[config.mk]
export PLATFORM = sky130hd
export DESIGN_NAME = act_unit_pipe_flat
export DESIGN_NICKNAME = d
export VERILOG_FILES = /design/src/rtl/act_pkg.sv /design/src/rtl/act_unit_pipe_if.sv /design/src/rtl/act_lane.sv /design/src/rtl/act_unit_pipe.sv /design/src/flat_wrapper.sv
export SDC_FILE = /design/constraint.sdc
export NUM_CORES = 2
export LEC_CHECK = 0
export ABC_AREA = 1
export BUFFER_PORTS_ARGS = -buffer_cell sky130_fd_sc_hd__buf_2
export CAP_MARGIN = 20
export CORE_ASPECT_RATIO = 0.75
export CORE_MARGIN = 2
export CORE_UTILIZATION = 60
export DETAILED_ROUTE_END_ITERATION = 8
export PLACE_DENSITY = 0.8
export SKIP_CTS_REPAIR_TIMING = 1
export SLEW_MARGIN = 40
export SYNTH_ARGS = -nofsm -noshare
export SYNTH_HDL_FRONTEND = slang
export SYNTH_HIERARCHICAL = 1
export SYNTH_SLANG_ARGS = --single-unit
[constraint.sdc]
create_clock -name clk -period 2.5 [get_ports clk]
set_clock_uncertainty 0.05 [all_clocks]
set_input_delay 0.5 -clock clk [delete_from_list [all_inputs] [get_ports clk]]
set_output_delay 0.5 -clock clk [all_outputs]
set_load 0.05 [all_outputs]
[src/rtl/act_pkg.sv]
// Shared definitions for the activation unit: mode encoding, default Q-format
// widths and the round-half-up / saturate helper used by the leaky path.
package act_pkg;

    localparam int ACT_DATA_W = 16;
    localparam int ACT_FRAC_W = 8;
    localparam int ACT_CNT_W  = 32;

    typedef enum logic [1:0] {
        ACT_BYPASS = 2'b00,
        ACT_RELU   = 2'b01,
        ACT_LEAKY  = 2'b10,
        ACT_CLAMP  = 2'b11
    } act_mode_e;

    // Works on a 64-bit sign-extended product so one helper serves any
    // DATA_W up to 32; the caller narrows the already-saturated result.
    function automatic logic signed [63:0] round_sat(
        input logic signed [63:0] p,
        input int                 data_w,
        input int                 frac_w
    );
        logic signed [63:0] half_v;
        logic signed [63:0] r_v;
        logic signed [63:0] max_v;
        logic signed [63:0] min_v;
        half_v = 64'sd1 <<< (frac_w - 1);
        r_v    = (p + half_v) >>> frac_w;
        max_v  = (64'sd1 <<< (data_w - 1)) - 64'sd1;
        min_v  = -(64'sd1 <<< (data_w - 1));
        if (r_v > max_v) begin
            round_sat = max_v;
        end else if (r_v < min_v) begin
            round_sat = min_v;
        end else begin
            round_sat = r_v;
        end
    endfunction

endpackage

[src/rtl/act_unit_pipe_if.sv]
// Beat-level bus of the activation unit. The master side feeds beats and
// drains results; the slave side is the activation pipeline itself.
interface act_unit_pipe_if #(
    parameter int LANES  = 4,
    parameter int DATA_W = 16,
    parameter int CNT_W  = 32
);

    logic                      in_valid;
    logic                      in_ready;
    logic [LANES*DATA_W-1:0]   in_data;
    logic [1:0]                mode_in;
    logic [DATA_W-1:0]         leak_in;
    logic [DATA_W-1:0]         clip_in;
    logic                      out_valid;
    logic                      out_ready;
    logic [LANES*DATA_W-1:0]   out_data;
    logic                      stats_clr_in;
    logic [CNT_W-1:0]          neg_count_out;

    modport master (
        output in_valid, in_data, mode_in, leak_in, clip_in,
        output out_ready, stats_clr_in,
        input  in_ready, out_valid, out_data, neg_count_out
    );

    modport slave (
        input  in_valid, in_data, mode_in, leak_in, clip_in,
        input  out_ready, stats_clr_in,
        output in_ready, out_valid, out_data, neg_count_out
    );

endinterface

[src/rtl/act_lane.sv]
// One activation lane: stage 1 captures x and the full-width x*leak product,
// stage 2 applies the selected activation and holds the lane result.
module act_lane
    import act_pkg::*;
#(
    parameter int DATA_W = ACT_DATA_W,
    parameter int FRAC_W = ACT_FRAC_W
) (
    input  logic              clk,
    input  logic              rst,
    input  logic              s1_load,
    input  logic              s2_load,
    input  logic              s1_valid,
    input  logic [DATA_W-1:0] x_in,
    input  logic [DATA_W-1:0] leak_in,
    input  act_mode_e         mode,
    input  logic [DATA_W-1:0] clip,
    output logic [DATA_W-1:0] y_out
);

    logic signed [DATA_W-1:0]   x_d, x_q;
    logic signed [2*DATA_W-1:0] p_d, p_q;
    logic signed [DATA_W-1:0]   y_d, y_q;

    logic signed [DATA_W-1:0]   clip_s;
    logic signed [DATA_W-1:0]   clip_eff;
    logic signed [DATA_W-1:0]   r_sat;
    logic signed [DATA_W-1:0]   y_fn;
    logic                       x_neg;

    always_comb begin
        x_d = x_q;
        p_d = p_q;
        if (s1_load) begin
            x_d = $signed(x_in);
            p_d = $signed(x_in) * $signed(leak_in);
        end
    end

    // A negative clamp limit is meaningless for a ReLU-style clamp, so it
    // collapses to zero and the lane output becomes all zeros.
    always_comb begin
        clip_s   = $signed(clip);
        clip_eff = (clip_s < 0) ? '0 : clip_s;
        x_neg    = x_q[DATA_W-1];
        r_sat    = DATA_W'(round_sat(64'(p_q), DATA_W, FRAC_W));
        case (mode)
            ACT_BYPASS: y_fn = x_q;
            ACT_RELU:   y_fn = x_neg ? '0 : x_q;
            ACT_LEAKY:  y_fn = x_neg ? r_sat : x_q;
            ACT_CLAMP:  y_fn = x_neg ? '0 : ((x_q > clip_eff) ? clip_eff : x_q);
            default:    y_fn = x_q;
        endcase
    end

    always_comb begin
        y_d = y_q;
        if (s2_load) begin
            y_d = s1_valid ? y_fn : '0;
        end
    end

    always_ff @(posedge clk or posedge rst) begin
        if (rst) begin
            x_q <= '0;
            p_q <= '0;
            y_q <= '0;
        end else begin
            x_q <= x_d;
            p_q <= p_d;
            y_q <= y_d;
        end
    end

    assign y_out = y_q;

endmodule

[src/rtl/act_unit_pipe.sv]
// Multi-lane 2-stage activation pipeline with valid/ready backpressure.
// Optional negative-lane statistics counter enabled by `define ACT_STATS_EN.
module act_unit_pipe
    import act_pkg::*;
#(
    parameter int LANES  = 4,
    parameter int DATA_W = ACT_DATA_W,
    parameter int FRAC_W = ACT_FRAC_W,
    parameter int CNT_W  = ACT_CNT_W
) (
    input  logic           clk,
    input  logic           rst,
    act_unit_pipe_if.slave bus
);

    logic                    s2_adv;
    logic                    s1_adv;
    logic                    in_fire;
    logic                    s1_valid_d, s1_valid_q;
    logic                    s2_valid_d, s2_valid_q;
    act_mode_e               mode_d, mode_q;
    logic [DATA_W-1:0]       clip_d, clip_q;
    logic [LANES*DATA_W-1:0] lane_y;

    // Each stage may move whenever the stage after it can take its contents,
    // so a full pipe still accepts a new beat on the cycle the output drains.
    always_comb begin
        s2_adv  = !s2_valid_q || bus.out_ready;
        s1_adv  = !s1_valid_q || s2_adv;
        in_fire = bus.in_valid && s1_adv;
    end

    always_comb begin
        s1_valid_d = s1_valid_q;
        s2_valid_d = s2_valid_q;
        mode_d     = mode_q;
        clip_d     = clip_q;
        if (s1_adv) begin
            s1_valid_d = bus.in_valid;
        end
        if (s2_adv) begin
            s2_valid_d = s1_valid_q;
        end
        if (in_fire) begin
            mode_d = act_mode_e'(bus.mode_in);
            clip_d = bus.clip_in;
        end
    end

    always_ff @(posedge clk or posedge rst) begin
        if (rst) begin
            s1_valid_q <= 1'b0;
            s2_valid_q <= 1'b0;
            mode_q     <= ACT_BYPASS;
            clip_q     <= '0;
        end else begin
            s1_valid_q <= s1_valid_d;
            s2_valid_q <= s2_valid_d;
            mode_q     <= mode_d;
            clip_q     <= clip_d;
        end
    end

    for (genvar g = 0; g < LANES; g++) begin : g_lane
        act_lane #(
            .DATA_W (DATA_W),
            .FRAC_W (FRAC_W)
        ) u_lane (
            .clk      (clk),
            .rst      (rst),
            .s1_load  (in_fire),
            .s2_load  (s2_adv),
            .s1_valid (s1_valid_q),
            .x_in     (bus.in_data[g*DATA_W +: DATA_W]),
            .leak_in  (bus.leak_in),
            .mode     (mode_q),
            .clip     (clip_q),
            .y_out    (lane_y[g*DATA_W +: DATA_W])
        );
    end

    assign bus.in_ready  = s1_adv;
    assign bus.out_valid = s2_valid_q;
    assign bus.out_data  = lane_y;

`ifdef ACT_STATS_EN
    localparam int NEG_W = $clog2(LANES + 1);

    logic [NEG_W-1:0] beat_neg;
    logic [NEG_W-1:0] add_neg;
    logic [CNT_W:0]   neg_sum;
    logic [CNT_W-1:0] neg_count_d, neg_count_q;

    // A clear that lands on a transfer still counts that beat, so no
    // negative lane is ever lost across a clear.
    always_comb begin
        beat_neg = '0;
        for (int i = 0; i < LANES; i++) begin
            beat_neg = beat_neg + NEG_W'(bus.in_data[i*DATA_W + DATA_W - 1]);
        end
        add_neg = in_fire ? beat_neg : '0;
        neg_sum = {1'b0, neg_count_q} + (CNT_W + 1)'(add_neg);
        if (bus.stats_clr_in) begin
            neg_count_d = CNT_W'(add_neg);
        end else if (neg_sum[CNT_W]) begin
            neg_count_d = '1;
        end else begin
            neg_count_d = neg_sum[CNT_W-1:0];
        end
    end

    always_ff @(posedge clk or posedge rst) begin
        if (rst) begin
            neg_count_q <= '0;
        end else begin
            neg_count_q <= neg_count_d;
        end
    end

    assign bus.neg_count_out = neg_count_q;
`else
    assign bus.neg_count_out = '0;
`endif

endmodule

[src/flat_wrapper.sv]
// flat-port wrapper written by rule: the top's interface ports become plain ports
module act_unit_pipe_flat import act_pkg::*;
#(
    parameter int LANES  = 4,
    parameter int DATA_W = ACT_DATA_W,
    parameter int FRAC_W = ACT_FRAC_W,
    parameter int CNT_W  = ACT_CNT_W
)
  (clk, rst, bus_in_valid, bus_in_data, bus_mode_in, bus_leak_in, bus_clip_in, bus_out_ready, bus_stats_clr_in, bus_in_ready, bus_out_valid, bus_out_data, bus_neg_count_out);
  act_unit_pipe_if #(.LANES(LANES), .DATA_W(DATA_W), .CNT_W(CNT_W)) bus_i ();
  input  logic clk;
  input  logic rst;
  input wire logic [$bits(bus_i.in_valid)-1:0] bus_in_valid;
  input wire logic [$bits(bus_i.in_data)-1:0] bus_in_data;
  input wire logic [$bits(bus_i.mode_in)-1:0] bus_mode_in;
  input wire logic [$bits(bus_i.leak_in)-1:0] bus_leak_in;
  input wire logic [$bits(bus_i.clip_in)-1:0] bus_clip_in;
  input wire logic [$bits(bus_i.out_ready)-1:0] bus_out_ready;
  input wire logic [$bits(bus_i.stats_clr_in)-1:0] bus_stats_clr_in;
  output wire logic [$bits(bus_i.in_ready)-1:0] bus_in_ready;
  output wire logic [$bits(bus_i.out_valid)-1:0] bus_out_valid;
  output wire logic [$bits(bus_i.out_data)-1:0] bus_out_data;
  output wire logic [$bits(bus_i.neg_count_out)-1:0] bus_neg_count_out;
  assign bus_i.in_valid = bus_in_valid;
  assign bus_i.in_data = bus_in_data;
  assign bus_i.mode_in = bus_mode_in;
  assign bus_i.leak_in = bus_leak_in;
  assign bus_i.clip_in = bus_clip_in;
  assign bus_i.out_ready = bus_out_ready;
  assign bus_i.stats_clr_in = bus_stats_clr_in;
  assign bus_in_ready = bus_i.in_ready;
  assign bus_out_valid = bus_i.out_valid;
  assign bus_out_data = bus_i.out_data;
  assign bus_neg_count_out = bus_i.neg_count_out;
  act_unit_pipe #(.LANES(LANES), .DATA_W(DATA_W), .FRAC_W(FRAC_W), .CNT_W(CNT_W)) u_core (.clk(clk), .rst(rst), .bus(bus_i));
endmodule
==> summary.md <==
| Metric | Value |
|---|---|
| CTS root buffer | clkbuf_16 |
| Final TNS setup | -294740 ps |
| CP peak stage delay | 550 ps |
| Fin crit period | around 5500 ps |
| Reg2reg start | u_core/clip_q[15]$_DFFE_PP0P_ |
| Required @ worst endpoint | 2950 ps |
| Largest net degree at the start of global routing | 58 |
| Nets | 10700 |
| Total GRT Usage | 0.374 |
| Vias/cell | ~5.5 |
| Fin cells | 10500 |
| Arrival @ worst endpoint | 5940 ps |
| Global route total overflow | 0 |
| Hold violation count in the final report | 0 |
| Async S/R FF share, synth | 1.00 |
| Rows | 100 |
| Ys flop type | dfrtp_1 |
| CP cell instances | buf_12 -> clkinvlp_4 -> or2_4 -> fa_1 -> fa_1 -> inv_1 -> fa_1 -> fa_1 -> fa_1 -> inv_2 -> fa_1 -> inv_2 -> ha_4 -> nand2_4 -> nor4_4 -> o211ai_1 -> nand3_2 -> nand3_1 -> nand2_1 -> nand2_1 -> nand3_1 -> o21ai_1 |
| Post-Syn Area | around 60000 um2 |
| Setup CP Type | input pin to flop |
| Failing checks | design-rule violations, negative setup slack |
| Post-synth EDFFs | 0 |
| Placed Cells | about 10000 |
| Routability-driven placement congestion ratio | about 1 |
| Port bufs | ~170 |
| Core Footprint | 99200 um2 |
| Mapped Cells | 8177 |
| Post-route clock period utilization | 2.19 |
| RSZ-0062 raised after global routing | true |
| # setup viols final | around 160 |
| Avg Cell Area, Syn | ~7.3 um2 |
| Clock Path Buffers | 3 |
| Clock transition at path regs | 60 ps |
| Die Y | 278 um |
| Max Slew Vio Count | 0 |
| DIE AREA | ~100000 um2 |
| Number of synthesized register bits | ~250 |
| Worst R2R End | u_core/g_lane[0].u_lane/y_out[7]$_DFFE_PP0P_ |
| Max_slew headroom | 0.515 |
| Detailed-route via count | about 58000 |
| WL/cell | slightly below 20 um |
| CTS Buf Count | 29 |
| Commonest cells after routing, fill and taps aside | 2020 x nand2_1, 1892 x inv_1, 967 x buf_4, 967 x fa_1, 376 x nand3_1 |
| Register area share after synthesis | 0.103 |
| Area Overhead vs Synth | 28.3% |
| Worst-Skew Late Latency | 640 ps |
| Vias in the first global route | approximately 58000 |
| Hold Path Class | input pin to flop |
| Place WS | -3760 ps |
| DRT antenna net count | 0 |
| Final worst slack | -2980 ps |
| Post-synth cell types | 60 |
| DRC violations left | 1 |
| Outcome | complete, but fails checks |
| Max-Cap Viols | 0 |
| Worst Setup SP | bus_leak_in[15] |
| Most common cell on crit path | fa_1 |
| Synth Warn # | 6 |
| Layout cells sized above 1 | 0.270 |
| CP Max Fanout | 8 |
| Sink Count | 248 |
| DR pass1 iterations | 9 |
| Commonest non-fill, non-tap cell in the layout | nand2_1 |
| Initial antenna violation count | 5 |
| FF-to-FF path depth | 17 |
| Reg2Reg Setup Slack | -700 ps |
| First-pass GRT wire length | between 300 and 400 mm |
| CTS tree | yes |
| Total wire length | around 210 mm |
| Fmax | approximately 180 MHz |
| Die span in x | 369 um |
| CTS H-tree depth | 1 |
| Measured slew at the worst slew-check pin | 722 ps |
| # IOs | about 200 |
| Post-DP HPWL | about 160 mm |
| Setup crit end | u_core/g_lane[1].u_lane/p_q[29]$_DFFE_PP0P_ |
| Initial Util | 0.606 |
| First DRT Iteration DRCs | 6230 |
| Crit-path slowest cell | fa_1 |
| CP Launch Type | input pin |
| Crit path capture type | flop |
==> worst max-delay path: cells and delay by family <==
kind | cells | cell delay [ps]
AO/OA/AOI/OAI | 2 | 330
buffers and inverters | 5 | 500
AND/OR/NAND/NOR | 8 | 1250
adder cells (fa/ha/maj) | 7 | 3330
==> cells in the mapped netlist, types with 4 or more instances <==
cell      number  area (um2)
inv_2         19        71.3
buf_12         4        80.1
nor2_1       339        1270
o31ai_1        8        60.1
fa_1        1044       20900
o211ai_1      13        97.6
a31oi_1       28         175
o21a_1         5        37.5
nand3b_1      12        90.1
nand4_1       81         507
a21oi_1      221        1110
xnor2_1       71         622
clkbuf_1     299        1120
nand2_1     2170        8150
nor4_1         7        43.8
a31o_2         5        43.8
dfrtp_1      248        6210
or2_0          4        25.0
buf_1         14        52.6
buf_6          5        56.3
xor2_1        62         543
o21ai_0      225        1130
o21ai_1       24         120
clkinv_1       8        30.0
a221oi_1      17         149
nor3_2        11         110
clkbuf_8       4        55.1
nand3_2       58         581
nor3_1        36         180
ha_1         380        4750
nand2_2       42         263
nand3_1      408        2040
o21bai_1      17         128
buf_4         38         285
inv_1       2102        7890
or2_2         48         300
nor2_2        25         156
buf_2         18        90.1
nor2_4         9         101
a21o_1         6        45.0
nand2_4        7        78.8
==> cell families (layout without fill, tap and decap cells) <==
group,Yosys count,count (layout),synth area share
other cells,1,39,0.0000624
simple gates,3267,3267,0.233
buf+inv,2516,3497,0.163
compound gates,588,588,0.0539
xor+xnor,133,133,0.0194
flops,248,248,0.103
fa+ha+maj,1424,1424,0.427
==> routing by layer <==
layer | part of all wire | track usage
met5 | 0.0015 | 0
met4 | 0.046 | 0.107
met3 | 0.13 | 0.0985
met2 | 0.43 | 0.562
met1 | 0.40 | 0.532
==> flip-flops by register name, summed over array words and instances (netlist names) <==
name                        cells
u_core/g_lane.u_lane/p_q      100
u_core/g_lane.u_lane/x_q       64
u_core/g_lane.u_lane/y_out     64
u_core/clip_q                  16
u_core/mode_q                   2
u_core/bus.out_valid            1
u_core/s1_valid_q               1
==> metrics by stage <==
step                utilization  hold WS [ps]  cell area (um2)
finish                    0.777           155            77100
global route              0.777           152            77100
CTS                       0.735          -111            72900
detailed placement        0.725           410            72000
global placement          0.725           408            72000
floorplan                     -           414            64600
==> area by class of cell <==
class                      count  area, um2
sequential                   248       6210
multi-input combinational   5444      48600
clock inverter                10        108
fill                        6936      22100
timing repair buffer        1317      11600
tap                         1326       1660
clock buffer                  41        831
inverter                    2129       8040
antenna                        7       17.5
==> how the worst min path moves through the flow <==
stage                                                  from                                           end  slack [ps]  depth (start not counted)
5_1_grt                                      bus_clip_in[0]                  u_core/clip_q[0]$_DFFE_PP0P_         150                          3
6_report                                     bus_clip_in[0]                  u_core/clip_q[0]$_DFFE_PP0P_         150                          3
4_1_cts                                                 rst  u_core/g_lane[2].u_lane/y_out[9]$_DFFE_PP0P_        -110                          2
2_1_floorplan                                           rst              u_core/bus.out_valid$_DFFE_PP0P_         410                          1
3_3_place_gp   u_core/g_lane[3].u_lane/y_out[1]$_DFFE_PP0P_  u_core/g_lane[3].u_lane/y_out[1]$_DFFE_PP0P_         410                          2
3_5_place_dp   u_core/g_lane[3].u_lane/y_out[2]$_DFFE_PP0P_  u_core/g_lane[3].u_lane/y_out[2]$_DFFE_PP0P_         410                          2
Power is not shown: default switching activity piles up to over one toggle a cycle in this logic, so the estimate is an artifact.
